<file path="config.mk">
export PLATFORM = sky130hd
export DESIGN_NAME = hazard_ctrl
export DESIGN_NICKNAME = d
export VERILOG_FILES = /design/src/rtl/hazard_pkg.sv /design/src/rtl/hazard_lu_cmp.sv /design/src/rtl/hazard_ctrl.sv
export SDC_FILE = /design/constraint.sdc
export NUM_CORES = 1
export LEC_CHECK = 0
export BUFFER_PORTS_ARGS = -buffer_cell sky130_fd_sc_hd__buf_2
export CAP_MARGIN = 15
export CORE_UTILIZATION = 53
export DETAILED_ROUTE_END_ITERATION = 10
export GPL_ROUTABILITY_DRIVEN = 0
export PLACE_DENSITY_LB_ADDON = 0.2
export SETUP_SLACK_MARGIN = 0.1
export SKIP_CTS_REPAIR_TIMING = 1
export SLEW_MARGIN = 20
export SYNTH_ARGS = -nofsm -noshare
export SYNTH_HDL_FRONTEND = slang
export SYNTH_SLANG_ARGS = --single-unit
export TNS_END_PERCENT = 10
</file>
<file path="constraint.sdc">
create_clock -name clk -period 2.8 [get_ports clk]
set_input_delay 0.14 -clock clk [delete_from_list [all_inputs] [get_ports clk]]
set_output_delay 0.14 -clock clk [all_outputs]
set_load 0.02 [all_outputs]
</file>
<file path="src/rtl/hazard_pkg.sv">
// Shared types and constant control patterns for the pipeline hazard controller.
// The control bundle is the set of pipeline register enables plus the flush and bubble selects.
package hazard_pkg;

    typedef enum logic [1:0] {
        RUN      = 2'd0,
        MEM_WAIT = 2'd1,
        ERR      = 2'd2
    } state_e;

    localparam logic [4:0] REG_X0 = 5'd0;

    typedef struct packed {
        logic pc_write;
        logic if_id_write;
        logic if_id_flush;
        logic bubble_sel;
        logic id_ex_write;
        logic ex_mem_write;
    } ctrl_t;

    localparam ctrl_t CTRL_NORMAL = '{pc_write: 1'b1, if_id_write: 1'b1, if_id_flush: 1'b0,
                                      bubble_sel: 1'b0, id_ex_write: 1'b1, ex_mem_write: 1'b1};
    localparam ctrl_t CTRL_BRANCH = '{pc_write: 1'b1, if_id_write: 1'b1, if_id_flush: 1'b1,
                                      bubble_sel: 1'b1, id_ex_write: 1'b1, ex_mem_write: 1'b1};
    localparam ctrl_t CTRL_LU     = '{pc_write: 1'b0, if_id_write: 1'b0, if_id_flush: 1'b0,
                                      bubble_sel: 1'b1, id_ex_write: 1'b1, ex_mem_write: 1'b1};
    localparam ctrl_t CTRL_FREEZE = '{pc_write: 1'b0, if_id_write: 1'b0, if_id_flush: 1'b0,
                                      bubble_sel: 1'b0, id_ex_write: 1'b0, ex_mem_write: 1'b0};
    localparam ctrl_t CTRL_RESET  = '{pc_write: 1'b0, if_id_write: 1'b0, if_id_flush: 1'b0,
                                      bubble_sel: 1'b1, id_ex_write: 1'b0, ex_mem_write: 1'b0};

    // Control pattern when no memory wait is pending: a taken branch squashes ID,
    // so it overrides any load-use hazard on the same cycle.
    function automatic ctrl_t run_ctrl(input logic branch, input logic lu);
        ctrl_t c;
        if (branch) begin
            c = CTRL_BRANCH;
        end else if (lu) begin
            c = CTRL_LU;
        end else begin
            c = CTRL_NORMAL;
        end
        return c;
    endfunction

endpackage

</file>
<file path="src/rtl/hazard_lu_cmp.sv">
// Load-use hazard detector: the load in EX writes a register the ID instruction reads.
// Writes to x0 are discarded by the register file, so they never create a dependency.
module hazard_lu_cmp
    import hazard_pkg::*;
(
    input  logic [4:0] id_rs1_i,
    input  logic [4:0] id_rs2_i,
    input  logic       id_uses_rs1_i,
    input  logic       id_uses_rs2_i,
    input  logic [4:0] ex_rd_i,
    input  logic       ex_mem_read_i,
    output logic       lu_o
);

    logic [1:0][4:0] src_reg;
    logic [1:0]      src_used;
    logic [1:0]      src_hit;

    assign src_reg  = {id_rs2_i, id_rs1_i};
    assign src_used = {id_uses_rs2_i, id_uses_rs1_i};

    genvar gi;
    generate
        for (gi = 0; gi < 2; gi++) begin : g_src
            assign src_hit[gi] = src_used[gi] && (src_reg[gi] == ex_rd_i);
        end
    endgenerate

    assign lu_o = ex_mem_read_i && (ex_rd_i != REG_X0) && (|src_hit);

endmodule

</file>
<file path="src/rtl/hazard_ctrl.sv">
// Pipeline hazard/stall controller: Mealy enables from a RUN/MEM_WAIT/ERR FSM,
// with a data-memory wait watchdog and a saturating stall counter.
module hazard_ctrl
    import hazard_pkg::*;
#(
    parameter int MAX_MEM_WAIT = 15,
    parameter int WAIT_W       = 4,
    parameter int STALL_CNT_W  = 16
) (
    input  logic                   clk,
    input  logic                   rst_n,
    input  logic [4:0]             id_rs1,
    input  logic [4:0]             id_rs2,
    input  logic                   id_uses_rs1,
    input  logic                   id_uses_rs2,
    input  logic [4:0]             ex_rd,
    input  logic                   ex_mem_read,
    input  logic                   ex_branch_taken,
    input  logic                   mem_req,
    input  logic                   mem_ready,
    output logic                   pc_write,
    output logic                   if_id_write,
    output logic                   if_id_flush,
    output logic                   bubble_sel,
    output logic                   id_ex_write,
    output logic                   ex_mem_write,
    output logic                   mem_timeout,
    output logic [STALL_CNT_W-1:0] stall_count
);

    state_e                 state_q, state_d;
    logic [WAIT_W-1:0]      wait_cnt_q, wait_cnt_d;
    logic [STALL_CNT_W-1:0] stall_count_q, stall_count_d;
    logic                   mem_timeout_q, mem_timeout_d;

    ctrl_t ctrl;
    ctrl_t ctrl_out;
    logic  lu;
    logic  mw;

    hazard_lu_cmp u_lu_cmp (
        .id_rs1_i      (id_rs1),
        .id_rs2_i      (id_rs2),
        .id_uses_rs1_i (id_uses_rs1),
        .id_uses_rs2_i (id_uses_rs2),
        .ex_rd_i       (ex_rd),
        .ex_mem_read_i (ex_mem_read),
        .lu_o          (lu)
    );

    assign mw = mem_req && !mem_ready;

    always_comb begin
        state_d       = state_q;
        wait_cnt_d    = wait_cnt_q;
        mem_timeout_d = mem_timeout_q;
        ctrl          = CTRL_FREEZE;

        case (state_q)
            RUN: begin
                if (mw) begin
                    state_d    = MEM_WAIT;
                    wait_cnt_d = WAIT_W'(1);
                end else begin
                    ctrl = run_ctrl(ex_branch_taken, lu);
                end
            end
            MEM_WAIT: begin
                if (!mem_ready) begin
                    // The counter holds at its limit on timeout; ERR never reads it.
                    if (wait_cnt_q == WAIT_W'(MAX_MEM_WAIT)) begin
                        state_d       = ERR;
                        mem_timeout_d = 1'b1;
                    end else begin
                        wait_cnt_d = wait_cnt_q + WAIT_W'(1);
                    end
                end else begin
                    ctrl       = run_ctrl(ex_branch_taken, lu);
                    state_d    = RUN;
                    wait_cnt_d = '0;
                end
            end
            ERR: begin
                mem_timeout_d = 1'b1;
            end
            default: begin
                state_d    = RUN;
                wait_cnt_d = '0;
            end
        endcase
    end

    always_comb begin
        stall_count_d = stall_count_q;
        if (!ctrl.pc_write && (stall_count_q != {STALL_CNT_W{1'b1}})) begin
            stall_count_d = stall_count_q + STALL_CNT_W'(1);
        end
    end

    always_ff @(posedge clk or negedge rst_n) begin
        if (!rst_n) begin
            state_q       <= RUN;
            wait_cnt_q    <= '0;
            stall_count_q <= '0;
            mem_timeout_q <= 1'b0;
        end else begin
            state_q       <= state_d;
            wait_cnt_q    <= wait_cnt_d;
            stall_count_q <= stall_count_d;
            mem_timeout_q <= mem_timeout_d;
        end
    end

    // Reset overrides the combinational controls so the pipeline holds with a bubble.
    assign ctrl_out     = rst_n ? ctrl : CTRL_RESET;
    assign pc_write     = ctrl_out.pc_write;
    assign if_id_write  = ctrl_out.if_id_write;
    assign if_id_flush  = ctrl_out.if_id_flush;
    assign bubble_sel   = ctrl_out.bubble_sel;
    assign id_ex_write  = ctrl_out.id_ex_write;
    assign ex_mem_write = ctrl_out.ex_mem_write;
    assign mem_timeout  = mem_timeout_q;
    assign stall_count  = stall_count_q;

endmodule

</file>
==> impl_metrics.json <==
{
  "finalWirelength_um": 2670,
  "syn_to_final_growth_pct": 19.4,
  "clock.fmax_ghz": 0.473,
  "drc": 0,
  "multi_input_area_um2": 689,
  "crit_arrival_ns": 2.31,
  "diodes": 0,
  "start_util_pct": 57.9,
  "worstPathMaxFanout": 14,
  "h-tree-depth": 1,
  "clk_pin_slew_ns": 0.12,
  "cts_made_buffers": 3,
  "synth_top_area_cell": "dfrtp_1",
  "rows": 17,
  "syn_area_um2": 1320,
  "synth_area_per_cell_um2": 9.98,
  "drv_slew": 0,
  "grt_pass1_vias": 1060,
  "worst_pin_slew_ns": 0.582,
  "die-area_um2": 2690,
  "drv_cap": 0,
  "overflow": 0,
  "avgViaCountPerCell": 5.66,
  "path_class": "register to register",
  "power.leakage_uw": 0.000750,
  "ys_types": 36,
  "cts_root_buffer": "clkbuf_4",
  "async_flop_share_pct": 100,
  "clock_latency_ns": 0.30,
  "clock_skew_ns": 0.00175,
  "setup_viol": 0,
  "status": "completed",
  "syn_nets": 157,
  "yosysSeqAreaShare_pct": 43.7,
  "synth_flop_cell": "dfrtp_1",
  "io_buffers": 45,
  "relSlewSlack_pct": 61.2,
  "critical_path_required_ns": 2.99,
  "drt-pass1-iter-count": 4,
  "post-route-period-util_pct": 75.6,
  "num-fill-cells": 175,
  "drive_gt1_share_pct": 28.6,
  "dieWidth_um": 51.9,
  "wl_per_cell_um": 13.1,
  "fin_ws_ns": 0.684,
  "core-area_um2": 2280,
  "hold_class": "primary input to register",
  "antenna_found_initial": 0,
  "cts_tree": "yes",
  "vias": 1149,
  "worstSetupStartpointType": "register",
  "grt_use_total_pct": 22.4,
  "pre_cts_ws_ns": 0.697,
  "hold_viol": 0,
  "fp.dieH_um": 51.9,
  "layout_min_cycle_time_ns": 2.12,
  "synth_edf_count": 0,
  "p_per_area_nw_per_um2": 569,
  "cts.sinks": 23,
  "synth_top_area_share_pct": 43.7,
  "grt_max_degree": 27,
  "pin_count": 46,
  "dp_hpwl_um": 2040,
  "grt_pass1_wl_um": 4480,
  "ir_drop_v": 0.000484,
  "tns_ns": 0,
  "rsz0062_at_grt": "false",
  "ys_warn_count": 0,
  "synthTopCellsByArea": "dfrtp_1, xnor2_1, xor2_1, and3_1, nand4_1",
  "worst_setup_path_end_kind": "register",
  "layout.nets": 201,
  "clockBufferDepth": 2,
  "synthCells": 132,
  "ys_ff_latch": 23,
  "final-seq-area_um2": 576,
  "worst_hold_slack_ns": 0.0427,
  "ant_nets": 0,
  "detail_route.iter0.violations": 40
}
==> power by group <==
part / internal [µW] / leakage [µW] / switching (µW)
registers: 386 / 0.000295 / 65.6
clock network: 55.4 / 0.0000150 / 93.6
logic: 120 / 0.000440 / 174
==> layer usage <==
layer  share of wire (%)  wire length (µm)  track usage (%)  up-vias
met5                   0                 0                0        -
li1                    -                 -                -      562
met2                  49              1300             36.8       49
met4                0.64                17             7.66        0
met3                 5.7               152             3.51        2
met1                  45              1200             30.0      536
==> path summary, 6_finish.rpt <==
path / start / to / slack, ns / cells after the start
worst max-delay path: stall_count[3]$_DFFE_PN0P_ / stall_count[1]$_DFFE_PN0P_ / 0.68 / 6
worst min-delay path: mem_ready / state_q[0]$_DFFE_PN0P_ / 0.04 / 2
worst max register to register: stall_count[3]$_DFFE_PN0P_ / stall_count[1]$_DFFE_PN0P_ / 0.68 / 6
worst min register to register: mem_timeout$_DFFE_PN0P_ / mem_timeout$_DFFE_PN0P_ / 0.48 / 1
max in group asynchronous: rst_n / stall_count[3]$_DFFE_PN0P_ / 2.10 / 2
min in group asynchronous: rst_n / wait_cnt_q[3]$_DFFE_PN0P_ / 0.34 / 2
==> cell usage in the layout (no fill, tap or decap), drive strengths merged, types with 2 or more instances in the layout <==
master,instances
nand4,10
and3,10
clkbuf,4
and2,4
o31ai,2
inv,3
a21oi,4
o32ai,2
nor2,9
xnor2,16
o21ai,3
nand2,6
ha,2
xor2,8
dfrtp,23
buf,45
mux2i,2
nor4,2
nand3,7
==> kinds of logic after synthesis <==
kind of cell    after synthesis  synth area share [%]
mux                           3                  2.37
compound gates               17                  9.88
buf+inv                      10                  3.99
xor+xnor                     24                  16.0
fa+ha+maj                     2                  1.90
flops                        23                  43.7
simple gates                 53                  22.2
==> sequential cells by signal (all words and copies together) (netlist names) <==
register	flops
state_q	2
stall_count	16
mem_timeout	1
wait_cnt_q	4
==> critical path, cell delays in order, from the launching register on <==
cell and delay (ns):
dfrtp_1 0.45, nand4_1 0.13, nor2_1 0.14, and2_1 0.22, nand4_1 0.46, nand2_1 0.27
mux2_1 0.35
==> Yosys cell counts, types with 3 or more instances <==
cell type,count
a21oi_1,4
and2_1,3
and3_1,10
clkbuf_1,3
dfrtp_1,23
inv_1,3
nand2_1,6
nand3_1,7
nand4_1,10
nor2_1,9
xnor2_1,16
xor2_1,8
==> area by class of cell <==
class | instances | share of cell area, %
repair buffers | 46 | 15.0
clock buffers | 4 | 1.67
flip-flops and latches | 23 | 36.6
multi-input cells | 99 | 43.8
well taps | 28 | 2.23
inverters | 3 | 0.716
==> per-stage QoR <==
step | area (µm²) | instances | util (%) | total power [µW]
3_5_place_dp | 1540 | 198 | 67.5 | 748
4_1_cts | 1560 | 202 | 68.7 | 899
2_1_floorplan | 1320 | 132 | - | 645
3_3_place_gp | 1540 | 198 | 67.5 | 735
6_report | 1570 | 203 | 69.1 | 895
5_1_grt | 1570 | 203 | 69.1 | 958
Power figures use the tool's default switching activity.
